--- config.mk ---
export PLATFORM = sky130hd
export DESIGN_NAME = snax_hwpe_regfile_flat
export DESIGN_NICKNAME = d
export VERILOG_FILES = /design/src/rtl/snax_hwpe_regfile_pkg.sv /design/src/rtl/hwpe_ctrl_intf_periph.sv /design/src/rtl/snax_hwpe_regfile_perf_cnt.sv /design/src/rtl/snax_hwpe_regfile.sv /design/src/flat_wrapper.sv
export SDC_FILE = /design/constraint.sdc
export NUM_CORES = 1
export LEC_CHECK = 0
export CAP_MARGIN = 0
export CORE_MARGIN = 5
export CORE_UTILIZATION = 25
export DETAILED_ROUTE_END_ITERATION = 8
export SYNTH_ARGS = -nofsm -noshare
export SYNTH_HDL_FRONTEND = slang
export SYNTH_SLANG_ARGS = --single-unit
--- constraint.sdc ---
create_clock -name clk_i -period 2.2 [get_ports clk_i]
set_input_delay 0.22 -clock clk_i [delete_from_list [all_inputs] [get_ports clk_i]]
set_output_delay 0.22 -clock clk_i [all_outputs]
set_load 0.01 [all_outputs]
--- src/rtl/snax_hwpe_regfile_pkg.sv ---
// Shared constants and types for the SNAX HWPE job register file.
package snax_hwpe_regfile_pkg;

    localparam logic [5:0] RegTrigger = 6'd0;
    localparam logic [5:0] RegStatus  = 6'd1;
    localparam logic [5:0] RegPerf    = 6'd2;
    localparam logic [5:0] RegCfgBase = 6'd3;

    localparam int unsigned StatBusy = 0;
    localparam int unsigned StatDone = 1;

    typedef enum logic {
        IDLE,
        RUN
    } regfile_state_t;

    // Byte-enabled merge of a write into an existing 32-bit word.
    function automatic logic [31:0] apply_be(input logic [31:0] old_word,
                                             input logic [31:0] new_word,
                                             input logic [3:0]  be);
        logic [31:0] res;
        res = old_word;
        for (int b = 0; b < 4; b++) begin
            if (be[b]) res[8*b +: 8] = new_word[8*b +: 8];
        end
        return res;
    endfunction

endpackage

--- src/rtl/hwpe_ctrl_intf_periph.sv ---
// 32-bit peripheral control bus between the SNAX bridge and HWPE register files.
interface hwpe_ctrl_intf_periph #(
    parameter int unsigned ID_WIDTH = 8
);
    logic                req;
    logic                gnt;
    logic [31:0]         add;
    logic                wen;
    logic [3:0]          be;
    logic [31:0]         data;
    logic [ID_WIDTH-1:0] id;
    logic [31:0]         r_data;
    logic                r_valid;
    logic [ID_WIDTH-1:0] r_id;

    modport master (
        output req, add, wen, be, data, id,
        input  gnt, r_data, r_valid, r_id
    );

    modport slave (
        input  req, add, wen, be, data, id,
        output gnt, r_data, r_valid, r_id
    );
endinterface

--- src/rtl/snax_hwpe_regfile_perf_cnt.sv ---
// 32-bit saturating cycle counter with synchronous clear and enable.
module snax_hwpe_regfile_perf_cnt (
    input  logic        clk_i,
    input  logic        rst_ni,
    input  logic        clr_i,
    input  logic        en_i,
    output logic [31:0] cnt_o
);

    function automatic logic [31:0] sat_inc(input logic [31:0] v);
        return (v == '1) ? v : v + 32'd1;
    endfunction

    always_ff @(posedge clk_i or negedge rst_ni) begin
        if (!rst_ni) begin
            cnt_o <= '0;
        end else if (clr_i) begin
            cnt_o <= '0;
        end else if (en_i) begin
            cnt_o <= sat_inc(cnt_o);
        end
    end

endmodule

--- src/rtl/snax_hwpe_regfile.sv ---
// Job register file for SNAX HWPE engines: config words, start/done handshake, status.
// Optional RUN-cycle counter on word 2 when SNAX_HWPE_REGFILE_PERF_EN is defined.
module snax_hwpe_regfile
    import snax_hwpe_regfile_pkg::*;
#(
    parameter int unsigned NumRegs = 8
) (
    input  logic                   clk_i,
    input  logic                   rst_ni,
    hwpe_ctrl_intf_periph.slave    periph,
    output logic [NumRegs*32-1:0]  cfg_o,
    output logic                   start_o,
    input  logic                   done_i,
    output logic                   irq_o
);

    localparam logic [6:0] CfgEnd = 7'(RegCfgBase + NumRegs);

    regfile_state_t    state_q;
    logic              done_sticky_q;
    logic [31:0]       cfg_q [NumRegs];

    logic [5:0]        word_idx_p0;
    logic [5:0]        cfg_idx_p0;
    logic              wr_p0;
    logic              rd_p0;
    logic              trig_wr_p0;
    logic              stat_clr_p0;
    logic              cfg_hit_p0;
    logic              cfg_wr_p0;
    logic [31:0]       rdata_p0;
    logic              unused_add;

    // Stage p0: decode of the request presented this cycle
    assign periph.gnt   = periph.req;
    assign word_idx_p0  = periph.add[7:2];
    assign cfg_idx_p0   = word_idx_p0 - RegCfgBase;
    assign unused_add   = ^{periph.add[31:8], periph.add[1:0]};

    assign wr_p0        = periph.req && !periph.wen;
    assign rd_p0        = periph.req &&  periph.wen;
    assign cfg_hit_p0   = (word_idx_p0 >= RegCfgBase) && ({1'b0, word_idx_p0} < CfgEnd);
    assign trig_wr_p0   = wr_p0 && (word_idx_p0 == RegTrigger) && (|periph.be);
    assign stat_clr_p0  = wr_p0 && (word_idx_p0 == RegStatus) && periph.be[0] && periph.data[1];
    // Config is frozen while a job runs so the engine sees stable operands.
    assign cfg_wr_p0    = wr_p0 && cfg_hit_p0 && (state_q == IDLE);

`ifdef SNAX_HWPE_REGFILE_PERF_EN
    logic [31:0] perf_cnt;

    snax_hwpe_regfile_perf_cnt u_perf_cnt (
        .clk_i  (clk_i),
        .rst_ni (rst_ni),
        .clr_i  ((state_q == IDLE) && trig_wr_p0),
        .en_i   (state_q == RUN),
        .cnt_o  (perf_cnt)
    );
`endif

    always_comb begin
        rdata_p0 = '0;
        if (rd_p0) begin
            if (word_idx_p0 == RegStatus) begin
                rdata_p0[StatBusy] = (state_q == RUN);
                rdata_p0[StatDone] = done_sticky_q;
`ifdef SNAX_HWPE_REGFILE_PERF_EN
            end else if (word_idx_p0 == RegPerf) begin
                rdata_p0 = perf_cnt;
`endif
            end else if (cfg_hit_p0) begin
                for (int k = 0; k < NumRegs; k++) begin
                    if (cfg_idx_p0 == 6'(k)) rdata_p0 = cfg_q[k];
                end
            end
        end
    end

    always_ff @(posedge clk_i or negedge rst_ni) begin
        if (!rst_ni) begin
            for (int k = 0; k < NumRegs; k++) cfg_q[k] <= '0;
        end else if (cfg_wr_p0) begin
            for (int k = 0; k < NumRegs; k++) begin
                if (cfg_idx_p0 == 6'(k)) cfg_q[k] <= apply_be(cfg_q[k], periph.data, periph.be);
            end
        end
    end

    for (genvar k = 0; k < NumRegs; k++) begin : g_cfg_out
        assign cfg_o[32*k +: 32] = cfg_q[k];
    end

    // Job FSM; a done_i set of the sticky bit overrides a same-cycle clear.
    always_ff @(posedge clk_i or negedge rst_ni) begin
        if (!rst_ni) begin
            state_q       <= IDLE;
            start_o       <= 1'b0;
            irq_o         <= 1'b0;
            done_sticky_q <= 1'b0;
        end else begin
            start_o <= 1'b0;
            irq_o   <= 1'b0;
            if (stat_clr_p0) done_sticky_q <= 1'b0;
            case (state_q)
                IDLE: begin
                    if (trig_wr_p0) begin
                        state_q <= RUN;
                        start_o <= 1'b1;
                    end
                end
                RUN: begin
                    if (done_i) begin
                        state_q       <= IDLE;
                        done_sticky_q <= 1'b1;
                        irq_o         <= 1'b1;
                    end
                end
                default: state_q <= IDLE;
            endcase
        end
    end

    // Stage p1: one-cycle response for every granted request
    always_ff @(posedge clk_i or negedge rst_ni) begin
        if (!rst_ni) begin
            periph.r_valid <= 1'b0;
            periph.r_data  <= '0;
            periph.r_id    <= '0;
        end else begin
            periph.r_valid <= periph.req;
            periph.r_data  <= rdata_p0;
            if (periph.req) periph.r_id <= periph.id;
        end
    end

endmodule

--- src/flat_wrapper.sv ---
// flat-port wrapper written by rule: the top's interface ports become plain ports
module snax_hwpe_regfile_flat import snax_hwpe_regfile_pkg::*;
#(
    parameter int unsigned NumRegs = 8
)
  (clk_i, rst_ni, cfg_o, start_o, done_i, irq_o, periph_req, periph_add, periph_wen, periph_be, periph_data, periph_id, periph_gnt, periph_r_data, periph_r_valid, periph_r_id);
  hwpe_ctrl_intf_periph #(.ID_WIDTH(8)) periph_i ();
  input  logic clk_i;
  input  logic rst_ni;
  output logic [NumRegs*32-1:0] cfg_o;
  output logic start_o;
  input  logic done_i;
  output logic irq_o;
  input wire logic [$bits(periph_i.req)-1:0] periph_req;
  input wire logic [$bits(periph_i.add)-1:0] periph_add;
  input wire logic [$bits(periph_i.wen)-1:0] periph_wen;
  input wire logic [$bits(periph_i.be)-1:0] periph_be;
  input wire logic [$bits(periph_i.data)-1:0] periph_data;
  input wire logic [$bits(periph_i.id)-1:0] periph_id;
  output wire logic [$bits(periph_i.gnt)-1:0] periph_gnt;
  output wire logic [$bits(periph_i.r_data)-1:0] periph_r_data;
  output wire logic [$bits(periph_i.r_valid)-1:0] periph_r_valid;
  output wire logic [$bits(periph_i.r_id)-1:0] periph_r_id;
  assign periph_i.req = periph_req;
  assign periph_i.add = periph_add;
  assign periph_i.wen = periph_wen;
  assign periph_i.be = periph_be;
  assign periph_i.data = periph_data;
  assign periph_i.id = periph_id;
  assign periph_gnt = periph_i.gnt;
  assign periph_r_data = periph_i.r_data;
  assign periph_r_valid = periph_i.r_valid;
  assign periph_r_id = periph_i.r_id;
  snax_hwpe_regfile #(.NumRegs(NumRegs)) u_core (.clk_i(clk_i), .rst_ni(rst_ni), .periph(periph_i), .cfg_o(cfg_o), .start_o(start_o), .done_i(done_i), .irq_o(irq_o));
endmodule
==> impl_metrics.tcl, run 1 <==
set metrics [dict create \
    dp_cells 2050 \
    skew_ns 0.0118 \
    post-dp-hpwl_um 37100 \
    cts_tree "done" \
    grt_pass1_vias 11200 \
    syn-instance-count 948 \
    crit_family "buffers and inverters" \
    drt_iter0_markers 710 \
    gp_congestion 0.799 \
    worstPathCellList "clkdlybuf4s50_1 > buf_4 > xor2_1 > or4_2 > buf_12 > a2111oi_0" \
    ys_seq_elements 301 \
    syn-num-nets 1029 \
    antenna_found_initial 0 \
    status "finished clean" \
    fp.dieW_um 238 \
    layout-drive-gt1-share_pct 35.4 \
    critPathKind "in -> reg" \
    multi_input_area_um2 5240 \
    synth-edff-count 0 \
    period_minus_slack_ns 2.12 \
    yosys.area_share.simple_pct 7.64 \
    hold_path_class "in -> async" \
    setup_viol 0 \
    synth_top_family_by_area "multiplexers" \
    area_growth_pct 52.4 \
    async_reset_ff_share_pct 100 \
    synth_xor_area_share_pct 0.0675 \
    leakage_uw 0.00872 \
    cp.required_ns 2.58 \
    slew_headroom_pct 57.1 \
    utilization_pct 38.5 \
    finalHoldViolCount 0 \
    rsz0062_at_grt "no" \
    die_h_um 238 \
    portBuffers 354 \
    regArea_um2 7530 \
    cts_max_level 2 \
    final_common_cell "clkdlybuf4s50_1" \
    n_antenna_cell 0 \
    dr.pass1.iters 5 \
    power_uw 13400 \
    dieArea_um2 56500 \
    slew_violations 0 \
    overflow 0 \
    syn_area_um2 13000 \
    cp-start-kind "input pin" \
    nNetsFinal 1491 \
    boundaryPins 381 \
    initial_utilization_pct 25.2 \
    final_cell_mix "clkdlybuf4s50_1, dfrtp_1, mux2_2" \
    end_kind "register" \
    crit_buf_inv 3 \
    finalCritPeriodShare_pct 96.5 \
    clk_pin_slew_ns 0.05 \
    syn_area_per_cell_um2 13.7 \
    worstMarginPinSlew_ns 0.643 \
    worstPathMaxFanout 12 \
    clockBufferDepth 3 \
    cpPeakStageDelay_ns 0.69 \
    cts_made_buffers 36 \
    netlist-cell-type-count 40 \
    arrival_ns 2.50 \
    power_density_nw_per_um2 678 \
    final_cells 2115 \
    whs_ns 0.266 \
    ys.flop_type "dfrtp_1" \
    synth-compound-area-share_pct 7.02 \
    grt_pass1_wl_um 74700 \
    vias_per_cell 4.89 \
    clock_latency_ns 0.53 \
    place_area_um2 18600 \
    cp_slowest_cell "or4_2" \
    wl_um 50600 \
    nFillCells 4965 \
    clock-sinks 301 \
    rows 83 \
    finalInstanceArea_um2 19800 \
    fmax_ghz 0.471 \
    grt_max_degree 73 \
    synth.mux.area_fraction_pct 25.5 \
    maxCapViolCount 0 \
    vias 10300 \
    peakVddDrop_mv 0.550 \
    core_um2 51400 \
    synthAdderAreaFrac_pct 0 \
    yosys_warnings 0 \
    route.detailed.drc 0 \
    cts-root-buf "clkbuf_16" \
    grtUsageTotal_pct 17.4 \
    antenna_left 0 \
    synth_seq_area_share_pct 58.1 \
    detail_route.wl_per_cell_um 23.9 \
]
[per-stage QoR]
step | setup slack (ns) | TNS, ns
3_5_place_dp | -0.417 | -46.59
4_1_cts | 0.139 | 0
3_3_place_gp | -0.279 | -32.59
6_report | 0.0761 | 0
5_1_grt | 0.00976 | 0
2_1_floorplan | 0.350 | 0
[cell usage after synthesis, types with 2 or more instances]
| cell | n | area (um^2) |
|---|---|---|
| nand3_2 | 4 | 40.0 |
| buf_4 | 5 | 37.5 |
| nand4_1 | 5 | 31.3 |
| o41ai_1 | 2 | 17.5 |
| a32oi_1 | 2 | 17.5 |
| a21oi_1 | 32 | 160 |
| clkbuf_1 | 25 | 93.8 |
| nor4b_4 | 2 | 47.6 |
| nor4_1 | 29 | 181 |
| nand2_1 | 14 | 52.6 |
| dfrtp_1 | 301 | 7530 |
| mux2_2 | 294 | 3310 |
| and3_1 | 32 | 200 |
| nor2_1 | 35 | 131 |
| and3b_1 | 2 | 17.5 |
| nor3_1 | 2 | 10.0 |
| o21ai_0 | 4 | 20.0 |
| nand3_1 | 4 | 20.0 |
| nor2_2 | 24 | 150 |
| buf_2 | 15 | 75.1 |
| nand3b_1 | 3 | 22.5 |
| o22ai_1 | 32 | 200 |
| and2_1 | 4 | 25.0 |
| inv_1 | 2 | 7.51 |
| a22oi_1 | 59 | 443 |
[layer usage]
metal  track usage (%)  vias up  wire, um
li1                  -     4499         -
met1              23.7     5345     22500
met2              27.9      412     23500
met3              3.92       85      3380
met4              4.81        0      1150
met5                 0        -         0
[flip-flops by register name, indices dropped and copies added, names as in the netlist]
signal	cells
u_core.periph.r_valid	1
u_core.start_o	1
u_core.periph.r_id	8
u_core.state_q	1
u_core.periph.r_data	32
u_core.irq_o	1
u_core.done_sticky_q	1
u_core.cfg_o	256
[worst reg2reg max path, delay by kind of cell, from the launching register on]
| family | cells | cell delay, ns |
|---|---|---|
| AND/OR/NAND/NOR | 3 | 0.67 |
| flip-flops | 1 | 0.42 |
| buffers and inverters | 2 | 0.38 |
| multiplexers | 1 | 0.34 |
[layout make-up]
type / count / area share [%]
repair buffers: 470 / 25.1
flip-flops and latches: 301 / 38.1
clock buffers: 51 / 5.30
clock inverters: 12 / 0.702
inverters: 2 / 0.0380
well taps: 680 / 4.30
multi-input cells: 599 / 26.5
[final timing paths]
check | from | endpoint | slack [ns] | depth (start not counted)
max reg2reg | u_core.state_q$_DFF_PN0_ | u_core.cfg_o[198]$_DFFE_PN0P_ | 0.27 | 6
min | rst_ni | u_core.cfg_o[67]$_DFFE_PN0P_ | 0.27 | 2
min reg2reg | u_core.periph.r_id[4]$_DFFE_PN0P_ | u_core.periph.r_id[4]$_DFFE_PN0P_ | 0.51 | 1
max | periph_add[5] | u_core.periph.r_data[7]$_DFF_PN0_ | 0.08 | 6
max in group asynchronous | rst_ni | u_core.cfg_o[218]$_DFFE_PN0P_ | 1.15 | 3
min in group clk_i | periph_add[2] | u_core.start_o$_DFF_PN0_ | 0.27 | 5
[repair_timing]
| action | in CTS | in global routing |
|---|---|---|
| hold endpoints to repair | 61 | 0 |
| gates resized for setup | 0 | 0 |
| endpoints found under the setup margin | 0 | 1 |
| hold buffers | 1 | 0 |
| buffers inserted | 0 | 1 |
[kinds of logic after synthesis]
logic type      count (synthesis)
compound gates                137
buf+inv                        48
simple gates                  167
flops                         301
xor+xnor                        1
mux                           294
[where the power goes]
| group | total [uW] | leakage (uW) | switching (uW) | internal [uW] |
|---|---|---|---|---|
| Sequential | 6000 | 0.00413 | 222 | 5780 |
| Combinational | 1400 | 0.00400 | 633 | 770 |
| Clock | 6000 | 0.000592 | 2330 | 3660 |
Power figures use the tool's default switching activity.
==> run 2, diff against run 1 <==
--- a/config.mk
+++ b/config.mk
@@ -6,7 +6,7 @@
 export NUM_CORES = 1
 export LEC_CHECK = 0
 export CAP_MARGIN = 0
-export CORE_MARGIN = 5
+export CORE_MARGIN = 1
 export CORE_UTILIZATION = 25
 export DETAILED_ROUTE_END_ITERATION = 8
 export SYNTH_ARGS = -nofsm -noshare
==> run 2 against run 1 <==
  * Critical path depth is 2 higher
  * Sequential share of layout area is 0.29 points higher
  * Hold slack worse by 0.013 ns
  * Highest routed layer unchanged
==> impl_metrics.tcl, run 2 (synthesis gave the netlist of run 1 again) <==
set metrics [dict create \
    cp-start-kind "input pin" \
    dieArea_um2 52800 \
    clock-sinks 301 \
    leakage_uw 0.00863 \
    nFillCells 4903 \
    cp.required_ns 2.61 \
    antenna_found_initial 0 \
    slew_headroom_pct 60.7 \
    layout-drive-gt1-share_pct 34.9 \
    grtUsageTotal_pct 18.2 \
    p_clk_share_pct 44.5 \
    grt_max_degree 72 \
    finalHoldViolCount 0 \
    gp_congestion 0.794 \
    period_minus_slack_ns 1.99 \
    hold_path_class "in -> async" \
    regArea_um2 7530 \
    fp.dieW_um 230 \
    rows 83 \
    die_h_um 230 \
    post-cts-setup-buffers 0 \
    end_kind "register" \
    clock_latency_ns 0.55 \
    arrival_ns 2.40 \
    rrSetupSlack_ns 0.26 \
    multi_input_area_um2 5240 \
    reg2reg_depth 6 \
    final_common_cell "clkdlybuf4s50_1" \
    r2r_start "u_core.state_q$_DFF_PN0_" \
    cts_tree "done" \
    vias_per_cell 4.86 \
    cts_max_level 2 \
    fin_setup_tns_ns 0 \
    portBuffers 354 \
    worstMarginPinSlew_ns 0.590 \
    intPower_uw 10100 \
    setup_viol 0 \
    fmax_ghz 0.502 \
    drt_iter0_markers 706 \
    peakVddDrop_mv 0.497 \
    grt_pass1_vias 10700 \
    clockBufferDepth 3 \
    worst_r2r_endpoint "u_core.cfg_o[162]$_DFFE_PN0P_" \
    final_cell_mix "clkdlybuf4s50_1, dfrtp_1, mux2_2" \
    wl_um 48600 \
    vias 10200 \
    skew_ns 0.0199 \
    boundaryPins 381 \
    rsz0062_at_grt "no" \
    sw_frac_of_total_pct 24.3 \
    setup_ws_ns 0.208 \
    worstPathMaxFanout 16 \
    slew_violations 0 \
    place_ws_ns -0.320 \
    route.detailed.drc 0 \
    critPathKind "in -> reg" \
    combinationalPowerShare_pct 10.4 \
    finalCritPeriodShare_pct 90.6 \
    detail_route.wl_per_cell_um 23.1 \
    area_growth_pct 51.3 \
    initial_utilization_pct 25.3 \
    p_sw_uw 3230 \
    grt_pass1_wl_um 71800 \
    maxCapViolCount 0 \
    utilization_pct 38.2 \
    clk_pin_slew_ns 0.06 \
    cts-root-buf "clkbuf_16" \
    nNetsFinal 1479 \
    pwr-share-seq_pct 45.1 \
    overflow 0 \
    antenna_left 0 \
    status "finished clean" \
    post-dp-hpwl_um 34800 \
    largest_reg_flops 256 \
    core_um2 51300 \
    dr.pass1.iters 5 \
    power_density_nw_per_um2 678 \
    n_antenna_cell 0 \
    post_cts_resized 0 \
    cts_made_buffers 37 \
]
-- run 2: power groups by stage --
stage	clock (uW)	combinational [uW]	sequential, uW
final	5920	1380	6000
after global routing	6310	1470	6030
after CTS	6090	1400	6000
after detailed placement	0	1390	6090
after global placement	0	1380	6090
after floorplan	0	342	6140
-- run 2: worst max-delay path by stage --
stage	from	end	slack, ns	cells after the start
2_1_floorplan	periph_req	u_core.cfg_o[232]$_DFFE_PN0P_	0.35	6
3_3_place_gp	periph_add[6]	u_core.periph.r_data[19]$_DFF_PN0_	-0.29	8
3_5_place_dp	periph_add[6]	u_core.periph.r_data[28]$_DFF_PN0_	-0.32	8
4_1_cts	periph_add[6]	u_core.periph.r_data[28]$_DFF_PN0_	0.23	8
5_1_grt	periph_add[6]	u_core.periph.r_data[7]$_DFF_PN0_	0.07	8
6_report	periph_add[6]	u_core.periph.r_data[30]$_DFF_PN0_	0.21	8
-- run 2: worst max-delay path, cell delays in order --
cell             delay (ns)
clkdlybuf4s50_1        0.44
buf_4                  0.19
nor4_2                 0.40
and3_2                 0.32
buf_12                 0.19
a22oi_1                0.11
and3_1                 0.20
nor4_1                 0.32
-- run 2: cell type report --
type | instances | share of cell area (%)
sequential | 301 | 38.4
multi-input combinational | 599 | 26.7
timing repair buffer | 457 | 24.5
clock buffer | 55 | 5.74
tap | 680 | 4.34
clock inverter | 9 | 0.306
inverter | 2 | 0.0383
-- run 2: timing repair --
item | 4_1_cts | 5_1_grt
endpoints found under the setup margin | 0 | 0
hold endpoints to repair | 63 | 0
hold buffers | 1 | 0
-- run 2: metrics by stage --
stage,power (uW),hold slack (ns),std cells,area [um^2]
after floorplan,6480,-0.0756,948,13000
after global placement,7470,0.238,2038,18400
after detailed placement,7490,0.237,2038,18400
after CTS,13500,0.222,2103,19600
after global routing,13800,0.259,2103,19600
final,13300,0.253,2103,19600
-- run 2: per-layer routing --
layer  global-route usage (%)  share of wire, %  vias to the layer above
met5                        0                 0                        -
met4                     5.42               2.2                        0
met3                     4.09               6.7                       75
met2                     28.6                46                      406
met1                     24.7                45                     5270
li1                         -                 -                     4470
==> run 3, diff against run 2 <==
--- a/config.mk
+++ b/config.mk
@@ -9,6 +9,7 @@
 export CORE_MARGIN = 1
 export CORE_UTILIZATION = 25
 export DETAILED_ROUTE_END_ITERATION = 8
+export DONT_BUFFER_PORTS = 1
 export SYNTH_ARGS = -nofsm -noshare
 export SYNTH_HDL_FRONTEND = slang
 export SYNTH_SLANG_ARGS = --single-unit
==> run 3 against run 2 <==
  * The flow now finishes with violations (hold timing)
  * Sequential power increased by 2%
  * Clock power is 2% higher
  * Power fell by 4.2%
  * Count of clock-buffer cells in the layout decreased by 6
  * Worst setup slack worse by 0.017 ns
  * Combinational power fell by 61%
  * Critical path type is now reg -> reg
  * Critical endpoint is now u_core.cfg_o[196]$_DFFE_PN0P_
==> impl_metrics.tcl, run 3 (synthesis gave the netlist of run 1 again) <==
set metrics [dict create \
    largest_reg_flops 256 \
    whs_ns -0.612 \
    final_cell_mix "dfrtp_1, mux2_2, a22oi_1" \
    reg2reg_depth 6 \
    power_uw 12700 \
    cp.required_ns 2.61 \
    dr.pass1.iters 5 \
    skew_ns 0.0122 \
    route.detailed.drc 0 \
    critPathKind "reg -> reg" \
    status "finished with violations" \
    slew_headroom_pct 54.1 \
    worstMarginPinSlew_ns 0.688 \
    n_antenna_cell 0 \
    layout-drive-gt1-share_pct 41.9 \
    cts-root-buf "clkbuf_16" \
    post-cts-setup-buffers 0 \
    grt_pass1_vias 9581 \
    cts_max_level 2 \
    grt_pass1_wl_um 68400 \
    intPower_uw 9760 \
    worstPathMaxFanout 13 \
    fin_setup_tns_ns 0 \
    boundaryPins 381 \
    antenna_left 0 \
    drt_iter0_markers 564 \
    power_density_nw_per_um2 802 \
    antenna_found_initial 0 \
    end_kind "register" \
    post-dp-hpwl_um 31100 \
    wl_um 47200 \
    final_common_cell "dfrtp_1" \
    area_growth_pct 22.5 \
    cts_made_buffers 37 \
    detail_route.wl_per_cell_um 26.9 \
    grt_max_degree 302 \
    utilization_pct 31.0 \
    nNetsFinal 1132 \
    dieArea_um2 52800 \
    fmax_ghz 0.498 \
    p_clk_share_pct 47.4 \
    clock_latency_ns 0.53 \
    finalHoldViolCount 301 \
    overflow 0 \
    core_um2 51300 \
    arrival_ns 2.42 \
    clock-sinks 301 \
    cp-endpoint "u_core.cfg_o[196]$_DFFE_PN0P_" \
    hold_path_class "in -> async" \
    rows 83 \
    p_sw_uw 2990 \
    leakage_uw 0.00729 \
    cp-start-kind "register" \
    finalInstanceArea_um2 15900 \
    portBuffers 0 \
    vias_per_cell 5.14 \
    crit_start "u_core.state_q$_DFF_PN0_" \
    slew_violations 0 \
    die_h_um 230 \
    post_cts_resized 0 \
    peakVddDrop_mv 0.566 \
    clk_pin_slew_ns 0.06 \
    vias 9019 \
    fp.dieW_um 230 \
    setup_viol 0 \
    combinationalPowerShare_pct 4.3 \
    rrSetupSlack_ns 0.19 \
    r2r_start "u_core.state_q$_DFF_PN0_" \
    clockBufferDepth 3 \
    postCtsHoldBufs 51 \
    period_minus_slack_ns 2.01 \
    initial_utilization_pct 25.3 \
    worst_r2r_endpoint "u_core.cfg_o[196]$_DFFE_PN0P_" \
    grtUsageTotal_pct 17.7 \
    place_area_um2 14200 \
    pwr-share-seq_pct 48.3 \
    sw_frac_of_total_pct 23.5 \
    violations "hold timing" \
    finalCritPeriodShare_pct 91.3 \
    rsz0062_at_grt "no" \
    cts_tree "done" \
    maxCapViolCount 0 \
    gp_congestion 0.811 \
]
[run 3: cell count changes in the layout (fill, tap and decap cells not counted), moves of 3 or more]
cell / delta
buf_4: -13
bufinv_16: +3
dlygate4sd3_1: +50
buf_12: -30
clkdlybuf4s50_1: -352
[run 3: power by group through the flow]
stage	registers (uW)	logic, uW	clock network, uW
floorplan	6140	342	0
global placement	6240	390	0
detailed placement	6250	405	0
CTS	6150	546	6240
global route	6180	591	6440
finish	6150	545	6050
[run 3: area by class of cell]
type	count	area, um^2
Tap cell	680	851
Fill cell	5170	35400
Clock buffer	49	1040
Multi-Input combinational cell	599	5240
Inverter	2	7.51
Timing Repair Buffer	110	1070
Clock inverter	12	153
Sequential cell	301	7530
[run 3: worst min path at each step]
stage / to / start / depth (start not counted) / slack, ns
after floorplan: u_core.cfg_o[0]$_DFFE_PN0P_ / rst_ni / 0 / -0.08
after detailed placement: u_core.cfg_o[68]$_DFFE_PN0P_ / rst_ni / 0 / -0.07
after global placement: u_core.cfg_o[68]$_DFFE_PN0P_ / rst_ni / 0 / -0.07
final: u_core.cfg_o[34]$_DFFE_PN0P_ / rst_ni / 0 / -0.61
after global routing: u_core.cfg_o[231]$_DFFE_PN0P_ / rst_ni / 0 / -0.65
after CTS: u_core.cfg_o[231]$_DFFE_PN0P_ / rst_ni / 0 / -0.66
[run 3: stage by stage]
| stage | setup WS, ns | std cells | hold slack [ns] |
|---|---|---|---|
| floorplan | 0.350 | 948 | -0.0756 |
| global placement | 0.172 | 1641 | -0.0698 |
| detailed placement | 0.132 | 1641 | -0.0700 |
| CTS | 0.182 | 1753 | -0.657 |
| global route | 0.109 | 1753 | -0.649 |
| finish | 0.191 | 1753 | -0.612 |
[run 3: worst max-delay path, cell delays in order, from the launching register on]
cell	delay, ns
dfrtp_1	0.41
nor3b_2	0.24
buf_12	0.19
nand2_1	0.23
nor2_2	0.32
buf_12	0.17
mux2_2	0.32
[run 3: routing by layer]
| layer | share of wire (%) | GRT usage [%] | routed length [um] | vias up |
|---|---|---|---|---|
| met5 | 0 | 0 | 0 | - |
| met4 | 2.2 | 5.67 | 1040 | 0 |
| met3 | 10 | 6.13 | 4730 | 71 |
| met2 | 46 | 27.7 | 21900 | 455 |
| met1 | 41 | 22.8 | 19500 | 4738 |
| li1 | - | - | - | 3755 |
